### src/rtl/traffic_pkg.sv
// traffic_pkg: shared lamp encodings, fault codes, monitor states and lamp helpers
package traffic_pkg;
    localparam logic [2:0] RED = 3'b100;
    localparam logic [2:0] YEL = 3'b010;
    localparam logic [2:0] GRN = 3'b001;
    localparam int YCW = 28;
    typedef enum logic [2:0] {F_NONE, F_CONFLICT, F_ENCODING, F_SEQUENCE, F_SHORT, F_LONG} fault_code_t;
    typedef enum logic [1:0] {S_INIT, S_MONITOR, S_FAULT} state_t;
    function automatic logic is_onehot(input logic [2:0] l);
        return l == RED || l == YEL || l == GRN;
    endfunction
    function automatic logic legal_step(input logic [2:0] a, input logic [2:0] b);
        return (a == GRN && b == YEL) || (a == YEL && b == RED) || (a == RED && b == GRN);
    endfunction
endpackage

### src/rtl/tlc_lamp_checker.sv
// tlc_lamp_checker: per-road validity, glitch filter, colour history and yellow timing checks
module tlc_lamp_checker
    import traffic_pkg::*;
#(
    parameter int MIN_YELLOW    = 150_000_000,
    parameter int MAX_YELLOW    = 160_000_000,
    parameter int GLITCH_CYCLES = 4
) (
    input  logic       clk,
    input  logic       rst_n,
    input  logic [2:0] i_light,
    output logic       o_valid,
    output logic       o_enc,
    output logic       o_seq,
    output logic       o_short,
    output logic       o_long
);
    localparam int GW = $clog2(GLITCH_CYCLES + 1);
    localparam logic [YCW-1:0] YSAT = YCW'(MAX_YELLOW + 1);
    logic [GW-1:0]  r_gcnt;
    logic [2:0]     r_last;
    logic [YCW-1:0] r_ycnt;
    logic [YCW-1:0] w_ycnt;
    logic           w_valid;
    logic           w_chg;
    assign w_valid = is_onehot(i_light);
    assign w_chg   = w_valid && r_last != 3'b000 && i_light != r_last;
    // invalid samples freeze the yellow count rather than ending the yellow phase
    assign w_ycnt  = !w_valid ? r_ycnt : (i_light != YEL) ? '0 : (r_ycnt == YSAT) ? YSAT : r_ycnt + 1'b1;
    assign o_valid = w_valid;
    assign o_enc   = !w_valid && r_gcnt >= GW'(GLITCH_CYCLES - 1);
    assign o_seq   = w_chg && !legal_step(r_last, i_light);
    assign o_short = w_chg && r_last == YEL && i_light == RED && r_ycnt < YCW'(MIN_YELLOW);
    assign o_long  = w_ycnt == YSAT;
    always_ff @(posedge clk or negedge rst_n)
        if (!rst_n) begin
            r_gcnt <= '0;
            r_last <= '0;
            r_ycnt <= '0;
        end else begin
            r_gcnt <= w_valid ? '0 : (r_gcnt == GW'(GLITCH_CYCLES)) ? r_gcnt : r_gcnt + 1'b1;
            r_last <= w_valid ? i_light : r_last;
            r_ycnt <= w_ycnt;
        end
endmodule

### src/rtl/traffic_conflict_monitor.sv
// traffic_conflict_monitor: watches two lamp drives and latches the first safety fault
module traffic_conflict_monitor
    import traffic_pkg::*;
#(
    parameter int MIN_YELLOW    = 150_000_000,
    parameter int MAX_YELLOW    = 160_000_000,
    parameter int GLITCH_CYCLES = 4,
    parameter int FLASH_HALF    = 25_000_000
) (
    input  logic       clk,
    input  logic       rst_n,
    input  logic [2:0] highway_light,
    input  logic [2:0] farm_light,
    input  logic       clear_fault,
    output logic       monitor_ok,
    output logic       fault,
    output logic [2:0] fault_code,
    output logic       flash_red
);
    localparam int GW = $clog2(GLITCH_CYCLES + 1);
    localparam int FW = $clog2(FLASH_HALF + 1);
    logic [2:0]  r_hw, r_fm;
    logic        w_hw_valid, w_hw_enc, w_hw_seq, w_hw_short, w_hw_long;
    logic        w_fm_valid, w_fm_enc, w_fm_seq, w_fm_short, w_fm_long;
    logic        w_both, w_red, w_conflict, w_safe;
    fault_code_t w_code, r_code;
    state_t      r_state;
    logic [GW-1:0] r_icnt;
    logic [FW-1:0] r_fcnt;
    logic        r_ok, r_fault, r_flash;
    always_ff @(posedge clk or negedge rst_n)
        if (!rst_n) begin
            r_hw <= '0;
            r_fm <= '0;
        end else begin
            r_hw <= highway_light;
            r_fm <= farm_light;
        end
    tlc_lamp_checker #(.MIN_YELLOW(MIN_YELLOW), .MAX_YELLOW(MAX_YELLOW), .GLITCH_CYCLES(GLITCH_CYCLES)) u_hw (
        .clk(clk), .rst_n(rst_n), .i_light(r_hw), .o_valid(w_hw_valid), .o_enc(w_hw_enc),
        .o_seq(w_hw_seq), .o_short(w_hw_short), .o_long(w_hw_long)
    );
    tlc_lamp_checker #(.MIN_YELLOW(MIN_YELLOW), .MAX_YELLOW(MAX_YELLOW), .GLITCH_CYCLES(GLITCH_CYCLES)) u_fm (
        .clk(clk), .rst_n(rst_n), .i_light(r_fm), .o_valid(w_fm_valid), .o_enc(w_fm_enc),
        .o_seq(w_fm_seq), .o_short(w_fm_short), .o_long(w_fm_long)
    );
    assign w_both     = w_hw_valid && w_fm_valid;
    assign w_red      = r_hw[2] || r_fm[2];
    assign w_conflict = w_both && !w_red;
    assign w_safe     = w_both && w_red;
    assign w_code     = w_conflict ? F_CONFLICT :
                        (w_hw_enc || w_fm_enc) ? F_ENCODING :
                        (w_hw_seq || w_fm_seq) ? F_SEQUENCE :
                        (w_hw_short || w_fm_short) ? F_SHORT :
                        (w_hw_long || w_fm_long) ? F_LONG : F_NONE;
    always_ff @(posedge clk or negedge rst_n)
        if (!rst_n) begin
            r_state <= S_INIT;
            r_icnt  <= '0;
            r_fcnt  <= '0;
            r_ok    <= 1'b0;
            r_fault <= 1'b0;
            r_code  <= F_NONE;
            r_flash <= 1'b0;
        end else begin
            case (r_state)
                S_INIT: begin
                    r_icnt <= w_safe ? r_icnt + 1'b1 : '0;
                    if (w_safe && r_icnt == GW'(GLITCH_CYCLES - 1)) begin
                        r_state <= S_MONITOR;
                        r_ok    <= 1'b1;
                    end
                end
                S_MONITOR:
                    if (w_code != F_NONE) begin
                        r_state <= S_FAULT;
                        r_ok    <= 1'b0;
                        r_fault <= 1'b1;
                        r_code  <= w_code;
                        r_flash <= 1'b1;
                        r_fcnt  <= '0;
                    end
                S_FAULT: begin
                    r_fcnt  <= (r_fcnt == FW'(FLASH_HALF - 1)) ? '0 : r_fcnt + 1'b1;
                    r_flash <= (r_fcnt == FW'(FLASH_HALF - 1)) ? !r_flash : r_flash;
                    // clearing into a conflict would immediately re-fault, so it waits for a safe sample
                    if (clear_fault && w_safe) begin
                        r_state <= S_INIT;
                        r_icnt  <= '0;
                        r_fault <= 1'b0;
                        r_code  <= F_NONE;
                        r_flash <= 1'b0;
                    end
                end
                default: r_state <= S_INIT;
            endcase
        end
    assign monitor_ok = r_ok;
    assign fault      = r_fault;
    assign fault_code = r_code;
    assign flash_red  = r_flash;
endmodule

### config.mk
export PLATFORM = sky130hd
export DESIGN_NAME = traffic_conflict_monitor
export DESIGN_NICKNAME = d
export VERILOG_FILES = /design/src/rtl/traffic_pkg.sv /design/src/rtl/tlc_lamp_checker.sv /design/src/rtl/traffic_conflict_monitor.sv
export SDC_FILE = /design/constraint.sdc
export NUM_CORES = 1
export LEC_CHECK = 0
export ABC_AREA = 1
export BUFFER_PORTS_ARGS = -buffer_cell sky130_fd_sc_hd__buf_2
export CORE_ASPECT_RATIO = 1.4
export CORE_UTILIZATION = 50
export CTS_CLUSTER_SIZE = 16
export DETAILED_ROUTE_END_ITERATION = 8
export PLACE_DENSITY_LB_ADDON = 0.15
export SETUP_SLACK_MARGIN = 0.2
export SLEW_MARGIN = 25
export SYNTH_ARGS = -nofsm -noshare
export SYNTH_HDL_FRONTEND = slang
export SYNTH_SLANG_ARGS = --single-unit
### constraint.sdc
create_clock -name clk -period 2.45 [get_ports clk]
set_input_delay 0.1225 -clock clk [delete_from_list [all_inputs] [get_ports clk]]
set_output_delay 0.1225 -clock clk [all_outputs]
set_load 0.005 [all_outputs]
# Word-level counts from Yosys, hierarchy flattened
# Index checks and enable logic that the tools add are counted.
# op_classes
addsub	6
n_lt_le_gt_ge	4
eq_ne	32
n_mux	36
reduce_logical	57
# ops
cell	count
28-bit 2-to-1 mux	6
28-bit == test (second input constant)	4
28-bit by 1-bit adder with 28-bit output (second input constant)	2
28-bit less-than comparator (second input constant)	2
25-bit 2-to-1 mux	2
25-bit case mux with 2 select lines	1
3-bit 2-to-1 mux	12
25-bit by 1-bit adder with 25-bit output (second input constant)	1
25-bit == test (second input constant)	1
1-bit logical AND	25
3-bit == test (second input constant)	6
3-bit by 2-bit == test with 1-bit output (second input constant)	5
1-bit logical OR	13
3-bit by 1-bit == test with 1-bit output (second input constant)	4
3-bit case mux with 2 select lines	2
3-bit AND reduction	4
3-bit by 1-bit adder with 3-bit output (second input constant)	3
3-bit nonzero test	3
3-bit by 2-bit greater-or-equal comparator with 1-bit output (second input constant)	2
1-bit zero test	6
1-bit 2-to-1 mux	6
2-bit 2-to-1 mux	3
2-bit != test (second input constant)	3
3-bit by 2-bit != test with 1-bit output (second input constant)	2
other kinds (10)	17
# totals
ff_bits	110
out_inout_bits	6

# Logic depth before layout (Yosys ltp)
# Gate-level depths: netlist of run 1.
# depth
word_depth	16
ltp_mapped	23
ltp_nobuf	22

# Hierarchy
# A second synthesis of run 1 with hierarchy kept.
# unflattened
cells_unflattened	1105
hier_area_um2	7507.2
# modules_own_cells
mod	instances	cells_each	area_per_inst_um2	seq_area_each_um2
tlc_lamp_checker (u_hw)	1	390	2548.7	850.8
tlc_lamp_checker (u_fm)	1	391	2502.4	850.8
traffic_conflict_monitor	1	324	2456.1	1051.0

# Worst setup path after synthesis of run 1
# OpenSTA, ideal clock, no wires.
# synth_path
kind	register to register
start	reg u_hw.r_ycnt[0]
end	reg r_fcnt[14]
t_arrival_ps	2416
required_time_ps	2328
slack_ps	-88
stages_incl_launch_ff	21
synth_period_minus_slack_ps	2538
cell_sequence	dfrtp_1 -> ha_1 -> nand2_2 -> nor2_4 -> nand2_4 -> nor2_1 -> xor2_1 -> a21oi_1 -> nor2_1 -> nand2_1 -> nor2_1 -> nand3_2 -> nand2_1 -> nand2_1 -> nand2_1 -> nand2_2 -> nand3_4 -> nand2_4 -> buf_12 -> nand2_2 -> nand2_1
# synth_via
elab_chain_cells	14
word_cells_on_any_way	18
classes_between	1 x add/sub; 1 x order compare; 3 x eq/ne; 8 x mux; 5 x reduce/logical
# synth_lines
element	line	rtl
start, declared	tlc_lamp_checker.sv:22	logic [YCW-1:0] r_ycnt;
start signal, assigned	tlc_lamp_checker.sv:43	r_ycnt <= w_ycnt;
28-bit by 1-bit adder with 28-bit output or 28-bit == test (tied branches)	tlc_lamp_checker.sv:29	assign w_ycnt = !w_valid ? r_ycnt : (i_light != YEL) ? '0 : (r_ycnt == YSAT) ? YSAT : r_ycnt + 1'b1;
28-bit 2-to-1 mux (3 in series)	tlc_lamp_checker.sv:29	
28-bit == test	tlc_lamp_checker.sv:34	assign o_long = w_ycnt == YSAT;
1-bit logical OR	traffic_conflict_monitor.sv:55	(w_hw_long || w_fm_long) ? F_LONG : F_NONE;
3-bit 2-to-1 mux	traffic_conflict_monitor.sv:55	
3-bit 2-to-1 mux *	traffic_conflict_monitor.sv:54	(w_hw_short || w_fm_short) ? F_SHORT :
3-bit 2-to-1 mux *	traffic_conflict_monitor.sv:53	(w_hw_seq || w_fm_seq) ? F_SEQUENCE :
3-bit 2-to-1 mux *	traffic_conflict_monitor.sv:52	(w_hw_enc || w_fm_enc) ? F_ENCODING :
3-bit 2-to-1 mux *	traffic_conflict_monitor.sv:51	assign w_code = w_conflict ? F_CONFLICT :
3-bit nonzero test *	traffic_conflict_monitor.sv:75	if (w_code != F_NONE) begin
2-bit != test (no source line) *	n/a	
2-bit AND reduction (no source line) *	n/a	
end signal, assigned	traffic_conflict_monitor.sv:84	r_fcnt <= (r_fcnt == FW'(FLASH_HALF - 1)) ? '0 : r_fcnt + 1'b1;
end, declared	traffic_conflict_monitor.sv:29	logic [FW-1:0] r_fcnt;
# Mark *: on every way between the ends. The rest lies on a longest branch, timed or not.
# A chain may end at the register's enable or synchronous reset.

# Worst setup path after layout of run 1
# layout_path
start	reg u_fm.r_ycnt[1]
end	reg r_fcnt[11]
# layout_via
elab_chain_cells	14
word_cells_on_any_way	18
classes_between	1 x add/sub; 1 x order compare; 3 x eq/ne; 8 x mux; 5 x reduce/logical
# layout_lines
element	line
start, declared	tlc_lamp_checker.sv:22
start signal, assigned	tlc_lamp_checker.sv:43
28-bit by 1-bit adder with 28-bit output or 28-bit == test (tied branches)	tlc_lamp_checker.sv:29
28-bit 2-to-1 mux (3 in series)	tlc_lamp_checker.sv:29
28-bit == test	tlc_lamp_checker.sv:34
1-bit logical OR	traffic_conflict_monitor.sv:55
3-bit 2-to-1 mux	traffic_conflict_monitor.sv:55
3-bit 2-to-1 mux *	traffic_conflict_monitor.sv:54
3-bit 2-to-1 mux *	traffic_conflict_monitor.sv:53
3-bit 2-to-1 mux *	traffic_conflict_monitor.sv:52
3-bit 2-to-1 mux *	traffic_conflict_monitor.sv:51
3-bit nonzero test *	traffic_conflict_monitor.sv:75
2-bit != test (no source line) *	n/a
2-bit AND reduction (no source line) *	n/a
# Marked as above.

==> run summary, run 1 <==
GR Overflow Total -> 0
Clk Latency, worst-skew pair -> 0.37 ns
setup TNS -> -7.27 ns
share of the synthesized area in the top cell type -> 36.7%
RSZ-0062 raised after global routing -> yes
worst-path maximum fanout -> 5
core area -> 0.0146 mm²
Die ar. -> 0.0155 mm²
area of the multi-input gates -> 0.00441 mm²
Slew @ Worst Pin -> 0.675 ns
Total GRT Usage -> 30.6%
commonest cells in the netlist -> nand2_1 (367), nor2_1 (140), inv_1 (129), dfrtp_1 (110), nand3_1 (105)
I/O pin cnt -> 15
VDD IR max -> 0.321 mV
Sink Count -> 110
first-pass GRT wire length -> 37300 µm
Post-Syn Instances -> 1123
Max Buffers Root-to-Sink -> 2
fin util -> 68.5%
Initial DRT Pass Iterations -> 5
Final Skew -> 0.0106 ns
predominant post-synthesis flop cell -> dfrtp_1
IO buf count -> 14
Syn-to-layout area delta -> 33.2%
EDFF count, synth -> 0
sequential fraction of the synthesis area -> 36.7%
crit path time final -> 2.70 ns
Final Net Count -> 1359
Final WS setup -> -0.253 ns
Antenna diodes -> 0
Reg clk slew, reported paths -> 0.08 ns
post-route cell area -> 0.00999 mm²
routability congestion estimate -> 1.01
fmax -> 370 MHz
fill count -> 1319
Die Span Y -> 147 µm
final WL -> 22800 µm
wire per inst -> 14.9 µm
starting density of the core -> 51.4%
HP Class -> primary input to register
DR vias -> 8107
pre-CTS setup slack -> -0.310 ns
DRT iter0 DRCs -> 495
Max H-tree Level -> 3
TritonCTS clock tree -> done
pin count of the biggest net entering global routing -> 46
final setup vio count -> 33
Net Count, Synth -> 1145
Syn. warnings -> 0
asr flop ratio synth -> 100%
Post-Syn Area -> 0.00750 mm²
hold slack final -> 0.134 ns
DP HPWL -> 17500 µm
sequential cell area -> 0.00276 mm²
TritonCTS buffer count -> 9
Syn Area/Cell -> 6.67 µm²
status -> finished with violations
hold path cells -> 4
Yosys cell types -> 48
Yosys reg bits -> 110
Via density -> 5.30
Final Cycle Share -> 110%
DRT antenna net count -> 0
Pwr Density -> 505 mW/mm²
R2R cell count -> 21
Row Count -> 52
CP Launch Type -> register
top-count cell post-synth -> nand2_1
vias in the first global route -> 8198
# DRC -> 0
Clock Tree Root -> clkbuf_16
largest cells by area after synthesis -> dfrtp_1 (37%), nand2_1 (18%), nand3_1 (7.0%)
violated checks -> negative setup slack
Hold Fails Final Rpt -> 0
antenna violations before repair -> 0
Worst Setup End Kind -> register
fraction of layout cells with a size suffix above 1 -> 28.8%
Post-DP Area -> 0.00919 mm²
area leader, netlist -> dfrtp_1
Critical Path RT -> 2.71 ns
Leak -> 4.79 nW
Max-Cap Viols -> 0
max_slew headroom -> 55.0%
WS Path Type -> register to register
Slew Viols, Final -> 0
DIE WIDTH -> 105 µm
Critical Path AT -> 2.97 ns
[cell type report]
type,instances,share of cell area [%]
Multi-Input combinational cell,853,44.2
Sequential cell,110,27.6
Timing Repair Buffer,217,17.2
Inverter,146,5.55
Tap cell,189,2.37
Clock buffer,9,2.26
Clock inverter,7,0.789
[power by group]
part / total (W) / switching (W) / internal, W / leakage [nW]
sequential: 0.00211 / 0.000140 / 0.00197 / 1.48
combinational: 0.00142 / 0.000802 / 0.000621 / 3.16
clock: 0.00150 / 0.000780 / 0.000723 / 0.145
total: 0.00504 / 0.00172 / 0.00332 / 4.79
[layout by cell type, fill, tap and decap left out, types with 24 or more instances in the layout]
master | netlist | layout
o21ai_0 | 34 | 30
nand2_1 | 367 | 352
nand3_1 | 105 | 96
nor2_2 | 18 | 28
nand2_2 | 31 | 41
nor2_1 | 140 | 122
buf_4 | 2 | 186
inv_1 | 129 | 127
dfrtp_1 | 110 | 105
nand4_1 | 24 | 24
[worst max-delay path: stages (launching register included)]
cell	delay, ns
dfrtp_1	0.44
ha_4	0.18
nand2_4	0.07
nor2_4	0.23
nand2_4	0.11
nor2_1	0.12
nand2_1	0.05
nand2_1	0.07
a21oi_2	0.06
nor2_1	0.12
nand2_1	0.13
nor2_1	0.13
nand3_1	0.13
nand2_1	0.08
nand2_1	0.06
nand2_1	0.07
nand2_2	0.07
nand3_4	0.12
nand2_8	0.09
clkbuf_16	0.16
nand2_2	0.05
nand2_1	0.05
[state kept, by name, summed over array words and instances (netlist names)]
register and count:
u_fm.r_gcnt 3, u_hw.r_ycnt 28, monitor_ok 1, r_hw 3, u_fm.r_ycnt 28, r_state 2, u_hw.r_last 3, u_fm.r_last 3
u_hw.r_gcnt 3, fault_code 3, r_fm 3, r_icnt 3, r_fcnt 25, flash_red 1, fault 1
[routing by layer]
metal / wire length (µm) / global-route usage [%] / share of wire, %
met1: 8510 / 32.5 / 37
met2: 12100 / 57.1 / 53
met3: 872 / 3.59 / 3.8
met4: 1250 / 18.7 / 5.5
met5: 0 / 0 / 0
[logic make-up after synthesis]
group                    after synthesis  synth area share, %
buffers and inverters                160                 8.81
flip-flops                           110                 36.7
AND/OR/NAND/NOR                      728                 43.0
XOR/XNOR                              14                 1.64
adder cells (fa/ha/maj)               13                 2.17
AO/OA/AOI/OAI                         98                 7.61
[per-stage QoR]
stage	std cells	total power (W)
CTS	1527	0.00494
detailed placement	1496	0.00339
global placement	1496	0.00335
floorplan	1123	0.00294
finish	1531	0.00504
global route	1531	0.00531
[repair_timing]
item | in CTS | in global routing
gates resized for setup | 59 | 31
hold buffers | 7 | 0
setup buffers | 8 | 3
cloned | 0 | 1
pin swaps | 10 | 3
hold endpoints to repair | 48 | 0
endpoints found under the setup margin | 33 | 33
[final timing paths]
kind | endpoint | from | slack, ns
max reg2reg | r_fcnt[11] | u_fm.r_ycnt[1] | -0.25
min | r_state[1] | clear_fault | 0.13
min in group asynchronous | u_fm.r_ycnt[16] | rst_n | 0.32
min reg2reg | fault_code[2] | fault_code[2] | 0.47
max | r_fcnt[11] | u_fm.r_ycnt[1] | -0.25
max in group asynchronous | r_fcnt[20] | rst_n | 1.30
Note: power is estimated with default switching activity, not from simulation.
==> run 2: changes to the inputs <==
- clock period: 2.45 -> 2.2 ns (I/O delays scaled with it)
==> run 2 against run 1 <==
Compared with the run above:
- register-to-register slack lost 0.41 ns
- final area is 4.9% higher
- cell count up 3.5%
- the flow still finishes with violations (negative setup slack)
==> run summary, run 2 (same netlist as run 1, synthesis figures left out) <==
status -> finished with violations
violated checks -> negative setup slack
Antenna diodes -> 0 (unchanged)
Critical Path AT -> 3.12 ns (+0.15 ns)
most frequent cells in the layout -> nand2_1 (346), buf_4 (224), inv_1 (125), nor2_1 (125), dfrtp_1 (105)
DRT iter0 DRCs -> 451 (-8.9%)
CP Launch Type -> register
Final Cycle Share -> 130% (+20 points)
final setup vio count -> 34 (+3.0%)
DIE WIDTH -> 105 µm (unchanged)
# DRC -> 0 (unchanged)
Clk Latency, worst-skew pair -> 0.37 ns (about the same)
starting density of the core -> 51.4% (unchanged)
Via density -> 5.21 (-1.7%)
Clock Tree Root -> clkbuf_16
Final Net Count -> 1413 (+4.0%)
GR Overflow Total -> 0 (unchanged)
post-route cell area -> 0.0105 mm² (+4.9%)
TritonCTS clock tree -> done
vias in the first global route -> 7971 (-2.8%)
R2R cell count -> 21 (unchanged)
Initial DRT Pass Iterations -> 6 (+1)
Critical Path RT -> 2.46 ns (-0.25 ns)
RSZ-0062 raised after global routing -> yes
final std cells w/o fill -> 1585 (+3.5%)
GR peak layer -> met2
Row Count -> 52 (unchanged)
routability congestion estimate -> 0.959 (-5.3%)
crit path time final -> 2.86 ns (+0.157 ns)
wire per inst -> 14.6 µm (-1.9%)
pre-CTS setup slack -> -0.584 ns (-0.274 ns)
HP Class -> primary input to asynchronous set/reset pin
Die Span Y -> 147 µm (unchanged)
DP HPWL -> 16900 µm (-3.8%)
I/O pin cnt -> 15 (unchanged)
VDD IR max -> 0.493 mV (+53%)
Final Skew -> 0.00772 ns (-0.00288 ns)
Worst Setup End Kind -> register
Final WS setup -> -0.660 ns (-0.407 ns)
Max Buffers Root-to-Sink -> 2 (unchanged)
DRT antenna net count -> 0 (unchanged)
Max-Cap Viols -> 0 (unchanged)
Hold Fails Final Rpt -> 0 (unchanged)
commonest non-fill, non-tap cell in the layout -> nand2_1
core area -> 0.0146 mm² (unchanged)
Total GRT Usage -> 29.6% (-1.0 points)
worst-path maximum fanout -> 6 (+1)
pin count of the biggest net entering global routing -> 67 (+46%)
first-pass GRT wire length -> 36300 µm (-2.6%)
met2 Use GR -> 56.7% (-0.39 points)
DR vias -> 8250 (+1.8%)
WS Path Type -> register to register
fmax -> 350 MHz (-5.5%)
Pwr Density -> 557 mW/mm² (+10%)
antenna violations before repair -> 0 (unchanged)
Syn-to-layout area delta -> 39.8%
placed insts -> 1531 (+2.3%)
final WL -> 23100 µm (+1.5%)
fraction of layout cells with a size suffix above 1 -> 31.2% (+2.5 points)
Post-DP Area -> 0.00947 mm² (+3.0%)
Slew Viols, Final -> 0 (unchanged)
global routing usage on met3 -> 3.42% (-0.18 points)
Max H-tree Level -> 3 (unchanged)
Reg clk slew, reported paths -> 0.08 ns (about the same)
GR Util met1 -> 31.5% (-0.99 points)
Die ar. -> 0.0155 mm² (unchanged)
Sink Count -> 110 (unchanged)
TritonCTS buffer count -> 9 (unchanged)
Leak -> 5.08 nW (+6.1%)
biggest regs -> u_fm.r_ycnt: 28 flops, u_hw.r_ycnt: 28 flops, r_fcnt: 25 flops
max_slew headroom -> 69.4% (+14 points)
Slew @ Worst Pin -> 0.459 ns (-0.216 ns)
IO buf count -> 14 (unchanged)
==> run 2: repair_timing <==
action,in CTS,in global routing
buffers inserted,16,13
endpoints found under the hold margin,116,0
gates cloned,0,2
pin swaps,12,35
setup endpoints to repair,36,37
gates resized for setup,34,72
hold buffers,7,0
==> run 2: worst paths after layout <==
check                               startpoint         endpoint  slack (ns)
worst max-delay path            u_fm.r_ycnt[1]        r_fcnt[0]       -0.66
worst min-delay path                     rst_n  u_fm.r_ycnt[21]        0.09
worst max register to register  u_fm.r_ycnt[1]        r_fcnt[0]       -0.66
worst min register to register   fault_code[0]    fault_code[0]        0.47
max in group asynchronous                rst_n   u_hw.r_ycnt[1]        1.52
min in group clk                   clear_fault       r_state[1]        0.11
==> run 2: cell type report <==
type | count | area [µm²]
multi-input cells | 853 | 4420
fillers | 1180 | 4100
flip-flops and latches | 110 | 2760
repair buffers | 271 | 2220
inverters | 146 | 553
clock buffers | 10 | 239
well taps | 189 | 236
clock inverters | 6 | 51.3
==> run 2: report_power, final <==
part | internal (W) | switching, W | total, W
combinational | 0.000837 | 0.000968 | 0.00181
sequential | 0.00220 | 0.000165 | 0.00236
clock | 0.000820 | 0.000854 | 0.00167
==> run 2: through the flow <==
stage | setup TNS, ns | total power [W] | hold slack [ns] | util, %
after floorplan | -3.87 | 0.00327 | -0.186 | -
after global placement | -15.87 | 0.00376 | -0.0654 | 65.0
after detailed placement | -18.26 | 0.00380 | -0.0625 | 65.0
after CTS | -14.44 | 0.00553 | 0.0937 | 69.0
after global routing | -25.48 | 0.00612 | 0.103 | 71.9
final | -20.82 | 0.00584 | 0.0908 | 71.9
==> run 2: metal layers <==
metal	part of all wire (%)	wire length, µm
met1	38	8740
met2	54	12500
met3	3.4	784
met4	4.9	1130
met5	0	0
==> run 2: worst max-delay path, cell delays in order, from the launching register on <==
cell	delay [ns]
dfrtp_2	0.44
buf_6	0.12
nand2_1	0.07
nor2_1	0.16
nand2_1	0.14
nor2_2	0.20
nand2_1	0.08
nand3_1	0.13
nand3_1	0.15
nor2_2	0.12
nand2_1	0.07
nor2_2	0.14
nand3_2	0.11
nand2_1	0.08
nand2_1	0.07
nand2_1	0.09
nand2_2	0.08
nand3_4	0.11
nand2_8	0.09
buf_12	0.16
nand2_2	0.06
nand2_1	0.06
